**config.mk**
```make
export PLATFORM = sky130hd
export DESIGN_NAME = nibble_serial_adder_ctrl
export DESIGN_NICKNAME = d
export VERILOG_FILES = /design/src/rtl/nibble_serial_adder_ctrl.sv
export SDC_FILE = /design/constraint.sdc
export NUM_CORES = 1
export LEC_CHECK = 0
export CORE_MARGIN = 2
export CORE_UTILIZATION = 55
export CTS_CLUSTER_SIZE = 10
export DETAILED_ROUTE_END_ITERATION = 8
export GPL_TIMING_DRIVEN = 0
export PLACE_DENSITY = 0.81
export SLEW_MARGIN = 20
export SYNTH_ARGS = -nofsm -noshare
export SYNTH_HDL_FRONTEND = slang
export SYNTH_SLANG_ARGS = --single-unit
```
**constraint.sdc**
```tcl
create_clock -name clk -period 6.7 [get_ports clk]
set_clock_uncertainty 0.1 [all_clocks]
set_input_delay 0.67 -clock clk [delete_from_list [all_inputs] [get_ports clk]]
set_output_delay 0.67 -clock clk [all_outputs]
set_load 0.02 [all_outputs]
```
**src/rtl/nibble_serial_adder_ctrl.sv**
```systemverilog
// -----------------------------------------------------------------------------
// nibble_serial_adder_ctrl
//
// Multi-cycle adder/subtractor that processes one 4-bit nibble per clock with a
// single shared 4-bit carry-lookahead slice. An accepted request runs for
// N = WIDTH/4 cycles with busy high. It then spends one cycle in DONE with done
// high, while sum/cout/overflow present the new result.
//
// Ports:
//   clk       - clock, all state updates on the rising edge
//   reset     - synchronous active-high reset
//   start     - operation request, only looked at while idle
//   a, b      - WIDTH-bit operands
//   cin       - carry-in for addition (ignored for subtraction)
//   sub       - 1: a - b, 0: a + b + cin
//   busy      - high while nibble steps are running
//   done      - one-cycle pulse when a new result is presented
//   sum       - registered result, only updated when an operation completes
//   cout      - carry out of the MSB (for subtraction: 1 = no borrow)
//   overflow  - signed two's-complement overflow of the completed operation
// -----------------------------------------------------------------------------
module nibble_serial_adder_ctrl #(
    parameter int WIDTH = 16
) (
    input  logic             clk,
    input  logic             reset,
    input  logic             start,
    input  logic [WIDTH-1:0] a,
    input  logic [WIDTH-1:0] b,
    input  logic             cin,
    input  logic             sub,
    output logic             busy,
    output logic             done,
    output logic [WIDTH-1:0] sum,
    output logic             cout,
    output logic             overflow
);

    localparam int N     = WIDTH / 4;
    localparam int IDX_W = (N > 1) ? $clog2(N) : 1;
    localparam logic [IDX_W-1:0] IDX_LAST = IDX_W'(N - 1);

    typedef enum logic [1:0] {
        IDLE = 2'd0,
        RUN  = 2'd1,
        DONE = 2'd2
    } state_t;

    state_t state_reg, state_next;

    logic [WIDTH-1:0] a_reg, b_reg, work_reg, sum_reg;
    logic [WIDTH-1:0] work_next;
    logic [IDX_W-1:0] idx_reg;
    logic             carry_reg, cout_reg, overflow_reg;

    // Nibble views of the latched operands so the slice can pick one by idx.
    logic [3:0] a_nib [N];
    logic [3:0] b_nib [N];

    // Shared 4-bit carry-lookahead slice.
    logic [3:0] nib_a, nib_b, p, g, slice_sum;
    logic [4:0] c;
    logic       last_step;

    genvar gi;
    generate
        for (gi = 0; gi < N; gi++) begin : g_nib
            assign a_nib[gi] = a_reg[4*gi +: 4];
            assign b_nib[gi] = b_reg[4*gi +: 4];
            // Only the nibble addressed this step takes the slice result;
            // every other nibble of the working register holds.
            assign work_next[4*gi +: 4] =
                (state_reg == RUN && idx_reg == IDX_W'(gi)) ? slice_sum
                                                            : work_reg[4*gi +: 4];
        end
    endgenerate

    assign nib_a = a_nib[idx_reg];
    assign nib_b = b_nib[idx_reg];
    assign p     = nib_a ^ nib_b;
    assign g     = nib_a & nib_b;

    assign c[0] = carry_reg;
    assign c[1] = g[0] | (p[0] & c[0]);
    assign c[2] = g[1] | (p[1] & g[0]) | (p[1] & p[0] & c[0]);
    assign c[3] = g[2] | (p[2] & g[1]) | (p[2] & p[1] & g[0])
                | (p[2] & p[1] & p[0] & c[0]);
    assign c[4] = g[3] | (p[3] & g[2]) | (p[3] & p[2] & g[1])
                | (p[3] & p[2] & p[1] & g[0]) | (p[3] & p[2] & p[1] & p[0] & c[0]);

    assign slice_sum = p ^ c[3:0];
    assign last_step = (idx_reg == IDX_LAST);

    // State register.
    always_ff @(posedge clk) begin
        if (reset) begin
            state_reg <= IDLE;
        end else begin
            state_reg <= state_next;
        end
    end

    // Next-state and status outputs.
    always_comb begin
        state_next = state_reg;
        busy       = 1'b0;
        done       = 1'b0;
        case (state_reg)
            IDLE: if (start) state_next = RUN;
            RUN: begin
                busy = 1'b1;
                if (last_step) state_next = DONE;
            end
            DONE: begin
                done       = 1'b1;
                state_next = IDLE;
            end
            default: state_next = IDLE;
        endcase
    end

    // Datapath registers.
    always_ff @(posedge clk) begin
        if (reset) begin
            a_reg        <= '0;
            b_reg        <= '0;
            work_reg     <= '0;
            sum_reg      <= '0;
            idx_reg      <= '0;
            carry_reg    <= 1'b0;
            cout_reg     <= 1'b0;
            overflow_reg <= 1'b0;
        end else begin
            case (state_reg)
                IDLE: begin
                    if (start) begin
                        // Subtraction is a + ~b + 1: invert b and force carry-in.
                        a_reg     <= a;
                        b_reg     <= sub ? ~b : b;
                        carry_reg <= sub ? 1'b1 : cin;
                        idx_reg   <= '0;
                    end
                end
                RUN: begin
                    work_reg  <= work_next;
                    carry_reg <= c[4];
                    if (last_step) begin
                        // work_next already holds the final nibble.
                        sum_reg      <= work_next;
                        cout_reg     <= c[4];
                        overflow_reg <= c[3] ^ c[4];
                        idx_reg      <= '0;
                    end else begin
                        idx_reg <= idx_reg + IDX_W'(1);
                    end
                end
                default: idx_reg <= '0;
            endcase
        end
    end

    assign sum      = sum_reg;
    assign cout     = cout_reg;
    assign overflow = overflow_reg;

endmodule

```
==> results of run 1 <==
==> layout make-up <==
type	instances	area share, %
inverter	7	0.683
clock inverter	5	1.95
clock buffer	11	3.94
sequential	67	34.9
timing repair buffer	54	14.1
tap	70	2.28
multi-input combinational	231	39.5
buffer	24	2.70
==> power groups by stage <==
| stage | registers [W] | logic, W | clock network, W |
|---|---|---|---|
| floorplan | 0.000434 | 0.0000893 | 0 |
| global placement | 0.000435 | 0.000132 | 0 |
| detailed placement | 0.000436 | 0.000136 | 0 |
| CTS | 0.000428 | 0.000137 | 0.000383 |
| global route | 0.000430 | 0.000152 | 0.000401 |
| finish | 0.000428 | 0.000138 | 0.000378 |
==> metrics by stage <==
step                      std cells  worst slack [ps]  cell area (um^2)  total power, W
after CTS                       469              3860              3850        0.000948
after floorplan                 329              4170              2990        0.000523
after detailed placement        453              3900              3620        0.000572
after global placement          453              3950              3620        0.000567
after global routing            469              3740              3850        0.000983
final                           469              3830              3850        0.000944
==> worst max-delay path: cells and delay by family (launching register included) <==
family	cells	cell delay, ps
buffers and inverters	1	320
and+or+nand+nor	1	210
muxes	1	590
adders and majority gates	1	340
DFF	1	370
AOI/OAI and AO/OA	3	840
==> logic make-up (layout without fill, tap and decap cells) <==
group | after synthesis | count (layout) | synth area share (%)
flops | 67 | 67 | 44.8
xor+xnor | 17 | 17 | 4.98
mux | 9 | 9 | 6.36
simple gates | 122 | 122 | 19.2
buf+inv | 31 | 101 | 4.35
compound gates | 74 | 74 | 16.2
fa+ha+maj | 9 | 9 | 4.02
==> worst max path at each step <==
stage,startpoint,end,slack [ps],depth (start not counted)
floorplan,idx_reg[0],sum[11],4170,7
global placement,idx_reg[0],sum[7],3950,7
detailed placement,idx_reg[0],work_reg[11],3900,7
CTS,idx_reg[0],work_reg[11],3860,7
global route,idx_reg[0],work_reg[11],3740,7
finish,idx_reg[0],work_reg[11],3830,7
==> routing by layer <==
metal / up-vias / routed length [um] / track usage [%] / share of wire [%]
met5: - / 0 / 0 / 0
met2: 100 / 3510 / 43.8 / 50
met3: 15 / 413 / 8.37 / 5.9
met1: 1193 / 2920 / 30.1 / 42
li1: 1279 / - / - / -
met4: 0 / 119 / 9.64 / 1.7
==> cells in the mapped netlist, drive strengths merged <==
master  number
nand2       46
a211o        4
nor2b        2
and2b        1
o21ai        2
and4         1
o211ai       1
and3b        4
buf         12
o32ai        3
mux2i        1
fa           1
a311oi       4
nor3b        4
and3         3
o21a         1
a211oi      21
nand3        4
a21o         1
ha           8
nor2        39
inv          7
clkbuf      12
nand2b       2
xnor2       16
nand3b      10
or2          1
xor2         1
a21oi       34
o31ai        3
mux4         8
dfxtp       67
nor3         5
==> cell usage in the layout, fill, tap and decap left out, types with 3 or more instances in the layout <==
| cell | n |
|---|---|
| dfxtp_1 | 67 |
| clkdlybuf4s50_1 | 54 |
| nand2_1 | 46 |
| nor2_1 | 39 |
| a21oi_1 | 34 |
| a211oi_1 | 21 |
| xnor2_1 | 16 |
| clkbuf_1 | 12 |
| buf_2 | 11 |
| clkbuf_8 | 11 |
| nand3b_1 | 10 |
| mux4_2 | 8 |
| ha_1 | 8 |
| inv_1 | 7 |
| nor3_1 | 5 |
| and3b_1 | 4 |
| nand3_1 | 4 |
| a311oi_1 | 4 |
| a211o_1 | 3 |
| o31ai_1 | 3 |
| nor3b_1 | 3 |
| and3_1 | 3 |
| o32ai_1 | 3 |
| clkinv_2 | 3 |
==> metrics.md, run 1 <==
| Metric | Value |
|---|---|
| Status | complete, no violations |
| Slowest-stage cell, CP | mux4_2 |
| Core area | 5170 um^2 |
| Max cap viols | 0 |
| DP HPWL | 4990 um |
| Final setup viols | 0 |
| DR pass1 iterations | 4 |
| WHS Endpoint | sum[0] |
| CTS tree | built |
| Internal | 0.000710 W |
| Proportion of layout cells with a drive suffix above 1 | 9.77% |
| Cells on worst reg2reg path | 7 |
| Sequential fraction of the synthesis area | 44.8% |
| Crit Path Max Fanout | 10 |
| Synthesized area | 2990 um^2 |
| First-pass GRT wire length | 11900 um |
| Synth cell types | 36 |
| Critical Path RT | 6850 ps |
| Hold slack | 352 ps |
| Vias/cell | 5.52 |
| I/O Pins | 57 |
| Detailed-route DRC error count | 0 |
| CP Launch Type | flip-flop |
| Syn Area/Cell | 9.09 um^2 |
| Die area | 6050 um^2 |
| Fmax | 348 MHz |
| GRT Util Overall | 25.7% |
| Final wirelength | 6970 um |
| Worst VDD drop | 183 uV |
| Total grt overflow | 0 |
| Total number of vias | 2587 |
| Initial Util | 57.8% |
| RSZ-0062 raised after global routing | no |
| Resize count post-CTS | 0 |
| Worst hold path type | flip-flop to flip-flop |
| Ant. Diodes | 0 |
| Area of the multi-input gates | 1520 um^2 |
| Crit-path cells | buf_2 > mux4_2 > ha_1 > a21o_1 > and4_1 > a211o_1 > o31ai_1 |
| Fill count | 407 |
| RR Startpoint | idx_reg[0] |
| Comb power frac | 14.6% |
| R2R setup slack | 3830 ps |
| Max-slew violations | 0 |
| Net switching power | 0.000234 W |
| Die W | 77.8 um |
| Least-Margin Pin Slew | 569 ps |
| Hold_buf cts | 0 |
| FP Rows | 26 |
| Power Dens Cells | 245 nW/um^2 |
| Tcrit/Tclk final | 42.9% |
| Clock transition at the registers of the reported paths | 70 ps |
| Critical path class | flip-flop to flip-flop |
| Largest net degree at the start of global routing | 12 |
| Register area | 1340 um^2 |
| Setup Fix Bufs, Post-CTS | 0 |
| #FFs+latches synth | 67 |
| Clk_lat worst skew | 350 ps |
| Maximum clock path buffer count | 2 |
| Die height | 77.8 um |
| CP peak stage delay | 590 ps |
| Post-route ant nets | 0 |
| Final hold violations | 0 |
| TritonCTS Buffers | 9 |
| Synth area leaders | dfxtp_1 45%, mux4_2 6.0%, nand2_1 5.8% |
| Clock group share of total power | 40.1% |
| Nets | 440 |
| Top-area cell type share of the netlist area | 44.8% |
| Hold path depth | 2 |
| Worst setup EP type | flip-flop |
| Area leader, netlist | dfxtp_1 |
| Post-Route Setup TNS | 0 ps |
| Number of global-route vias before repair | 2571 |
| 1st-iter DRT viols | 87 |
| Final Critical Period | 2870 ps |
| Slew HR | 62.0% |
| Yosys warnings | 0 |
| IO Port Bufs | 54 |
| Layout area overhead | 28.6% |
| Flop pwr share | 45.3% |
| Static leakage | 1.43 nW |
| HP Start | sum[0] |
| Syn_nets | 375 |
| Core Util, Final | 74.4% |
| CTS root buf | clkbuf_8 |
| GP Congestion | 0.819 |
| Synth Instances | 329 |
| Initial antenna violation count | 0 |
| Reg-to-Reg End | work_reg[11] |
| Switching share of total power | 24.8% |
| Clock sinks | 67 |
| Number of H-tree levels | 3 |
| Routed len/inst | 14.9 um |
| Arrival time worst endpoint | 3020 ps |
Power figures use the tool's default switching activity.
==> run 2, diff against run 1 <==
--- a/config.mk
+++ b/config.mk
@@ -6,11 +6,11 @@
 export NUM_CORES = 1
 export LEC_CHECK = 0
 export CORE_MARGIN = 2
-export CORE_UTILIZATION = 55
+export CORE_UTILIZATION = 46
 export CTS_CLUSTER_SIZE = 10
 export DETAILED_ROUTE_END_ITERATION = 8
 export GPL_TIMING_DRIVEN = 0
-export PLACE_DENSITY = 0.81
+export PLACE_DENSITY = 0.72
 export SLEW_MARGIN = 20
 export SYNTH_ARGS = -nofsm -noshare
 export SYNTH_HDL_FRONTEND = slang
==> constraint.sdc (replaced) <==
create_clock -name clk -period 2.6 [get_ports clk]
set_clock_uncertainty 0.1 [all_clocks]
set_input_delay 0.26 -clock clk [delete_from_list [all_inputs] [get_ports clk]]
set_output_delay 0.26 -clock clk [all_outputs]
set_load 0.02 [all_outputs]
==> metrics.md, run 2 (synthesis gave the netlist of run 1 again) <==
| Metric | Value |
|---|---|
| Status | complete, no violations |
| Slew HR | 65.3% (+3.2 points) |
| CTS root buf | clkbuf_8 |
| Die W | 84.6 um (+8.9%) |
| Post-route ant nets | 0 (unchanged) |
| Initial Util | 47.4% (-10 points) |
| RSZ-0062 raised after global routing | no |
| CP peak stage delay | 560 ps (-30 ps) |
| GP Congestion | 0.835 (+2.0%) |
| Clk_lat worst skew | 340 ps (about the same) |
| Vias/cell | 5.24 (-4.9%) |
| Clock transition at the registers of the reported paths | 70 ps (about the same) |
| Critical path class | flip-flop to flip-flop |
| Tcrit/Tclk final | 95.8% (+53 points) |
| Maximum clock path buffer count | 2 (unchanged) |
| Max cap viols | 0 (unchanged) |
| Largest net degree at the start of global routing | 11 (-1) |
| Crit Path Max Fanout | 7 (-3) |
| Hold_buf cts | 0 (unchanged) |
| Comb power frac | 16.9% (+2.3 points) |
| Final hold violations | 0 (unchanged) |
| GRT Util Overall | 20.0% (-5.7 points) |
| Worst setup EP type | flip-flop |
| Total number of vias | 2512 (-2.9%) |
| 1st-iter DRT viols | 111 (+28%) |
| Final wirelength | 6760 um (-3.0%) |
| Hold path depth | 3 (+1) |
| Slowest-stage cell, CP | mux4_2 |
| Final Critical Period | 2490 ps (-380 ps) |
| Cells on worst reg2reg path | 7 (unchanged) |
| Power Dens Cells | 576 nW/um^2 (+130%) |
| Hold slack | 270 ps (-82.2 ps) |
| Ant. Diodes | 0 (unchanged) |
| IO Port Bufs | 54 (unchanged) |
| Arrival time worst endpoint | 2640 ps (-380 ps) |
| Worst hold path type | input pin to flip-flop |
| I/O Pins | 57 (unchanged) |
| Commonest non-fill, non-tap cell in the layout | dfxtp_1 |
| Most frequent cells in the layout | 66 x dfxtp_1, 54 x clkdlybuf4s50_1, 46 x nand2_1 |
| Least-Margin Pin Slew | 521 ps (-48.5 ps) |
| Net switching power | 0.000592 W (+150%) |
| TritonCTS Buffers | 9 (unchanged) |
| Max-slew violations | 0 (unchanged) |
| Clock group share of total power | 34.1% (-6.0 points) |
| Crit path max-delay family | compound AO/OA/AOI/OAI gates |
| Die area | 7160 um^2 (+19%) |
| Clock sinks | 67 (unchanged) |
| Total grt overflow | 0 (unchanged) |
| Initial antenna violation count | 0 (unchanged) |
| Detailed-route DRC error count | 0 (unchanged) |
| PnR Total Power | 0.00225 W (+140%) |
| Number of global-route vias before repair | 2372 (-7.7%) |
| CTS tree | built |
| DP HPWL | 5050 um (+1.1%) |
| Routed len/inst | 14.1 um (-5.0%) |
| Crit-path cells | buf_6 > mux4_2 > ha_4 > a21o_1 > and4_1 > a211o_4 > o32ai_1 |
| Proportion of layout cells with a drive suffix above 1 | 11.4% (+1.7 points) |
| Die height | 84.6 um (+8.9%) |
| Levels on crit path | 7 (unchanged) |
| Nets | 443 (+0.68%) |
| Internal | 0.00166 W (+130%) |
| DR pass1 iterations | 4 (unchanged) |
| Worst VDD drop | 339 uV (+85%) |
| Static leakage | 1.41 nW (-1.3%) |
| Flop pwr share | 49.0% (+3.7 points) |
| FP Rows | 29 (+12%) |
| First-pass GRT wire length | 11300 um (-5.6%) |
| Number of H-tree levels | 3 (unchanged) |
| CP Buf/Inv Count | 1 (unchanged) |
| Final setup viols | 0 (unchanged) |
| CP Launch Type | flip-flop |
| Layout area overhead | 30.5% |
| Critical Path RT | 2750 ps (-4100 ps) |
| Fmax | 401 MHz (+15%) |
| Core area | 6310 um^2 (+22%) |
| Switching share of total power | 26.3% (+1.5 points) |
[run 2: cell types whose count changed in the layout (fill, tap and decap cells not counted), sizes merged]
| cell | before | now |
|---|---|---|
| buf | 12 | 15 |
| bufinv | 2 | 0 |
| clkbuf | 23 | 26 |
| clkinv | 3 | 2 |
[run 2: path summary, 6_finish.rpt]
path | slack (ps) | end | start
worst max-delay path | 110 | sum[11] | idx_reg[0]
worst min-delay path | 270 | b_reg[3] | sub
worst max register to register | 110 | sum[11] | idx_reg[0]
worst min register to register | 350 | sum[0] | sum[0]
[run 2: area by class of cell]
type / instances / area, um^2
fill: 575 / 2410
buffer: 24 / 113
sequential: 67 / 1350
tap: 77 / 96.3
inverter: 7 / 26.3
multi-input combinational: 231 / 1590
clock buffer: 14 / 163
timing repair buffer: 57 / 561
clock inverter: 2 / 10.0
[run 2: per-layer routing]
layer / track usage (%) / share of wire, % / vias to the layer above
li1: - / - / 1289
met1: 25.3 / 46 / 1150
met2: 33.0 / 48 / 61
met3: 5.41 / 4.5 / 12
met4: 7.07 / 1.6 / 0
met5: 0 / 0 / -
[run 2: what timing repair did]
item | in CTS | in global routing
resized for setup | 5 | 8
setup buffers | 2 | 0
setup endpoints to repair | 16 | 19
cloned | 1 | 0
[run 2: power groups by stage]
stage | Clock [W] | Combinational [W] | Sequential [W]
after floorplan | 0 | 0.000230 | 0.00112
after global placement | 0 | 0.000342 | 0.00112
after detailed placement | 0 | 0.000347 | 0.00112
after CTS | 0.000775 | 0.000363 | 0.00110
after global routing | 0.000831 | 0.000420 | 0.00111
final | 0.000768 | 0.000380 | 0.00110
[run 2: metrics by stage]
| step | TNS [ps] | std cells | utilization [%] | cell area [um^2] | setup WS (ps) |
|---|---|---|---|---|---|
| final | 0 | 479 | 61.8 | 3900 | 108 |
| after global routing | 0 | 479 | 61.8 | 3900 | 6.73 |
| after CTS | 0 | 479 | 60.9 | 3850 | 1.31 |
| after detailed placement | -1790 | 460 | 57.5 | 3630 | -226 |
| after global placement | -1120 | 460 | 57.5 | 3630 | -182 |
| after floorplan | 0 | 329 | - | 2990 | 65.4 |
[run 2: worst register-to-register path, cell delays in order (launching register included)]
cell	delay, ps
dfxtp_4	370
buf_6	130
mux4_2	560
ha_4	260
a21o_1	190
and4_1	220
a211o_4	320
o32ai_1	260
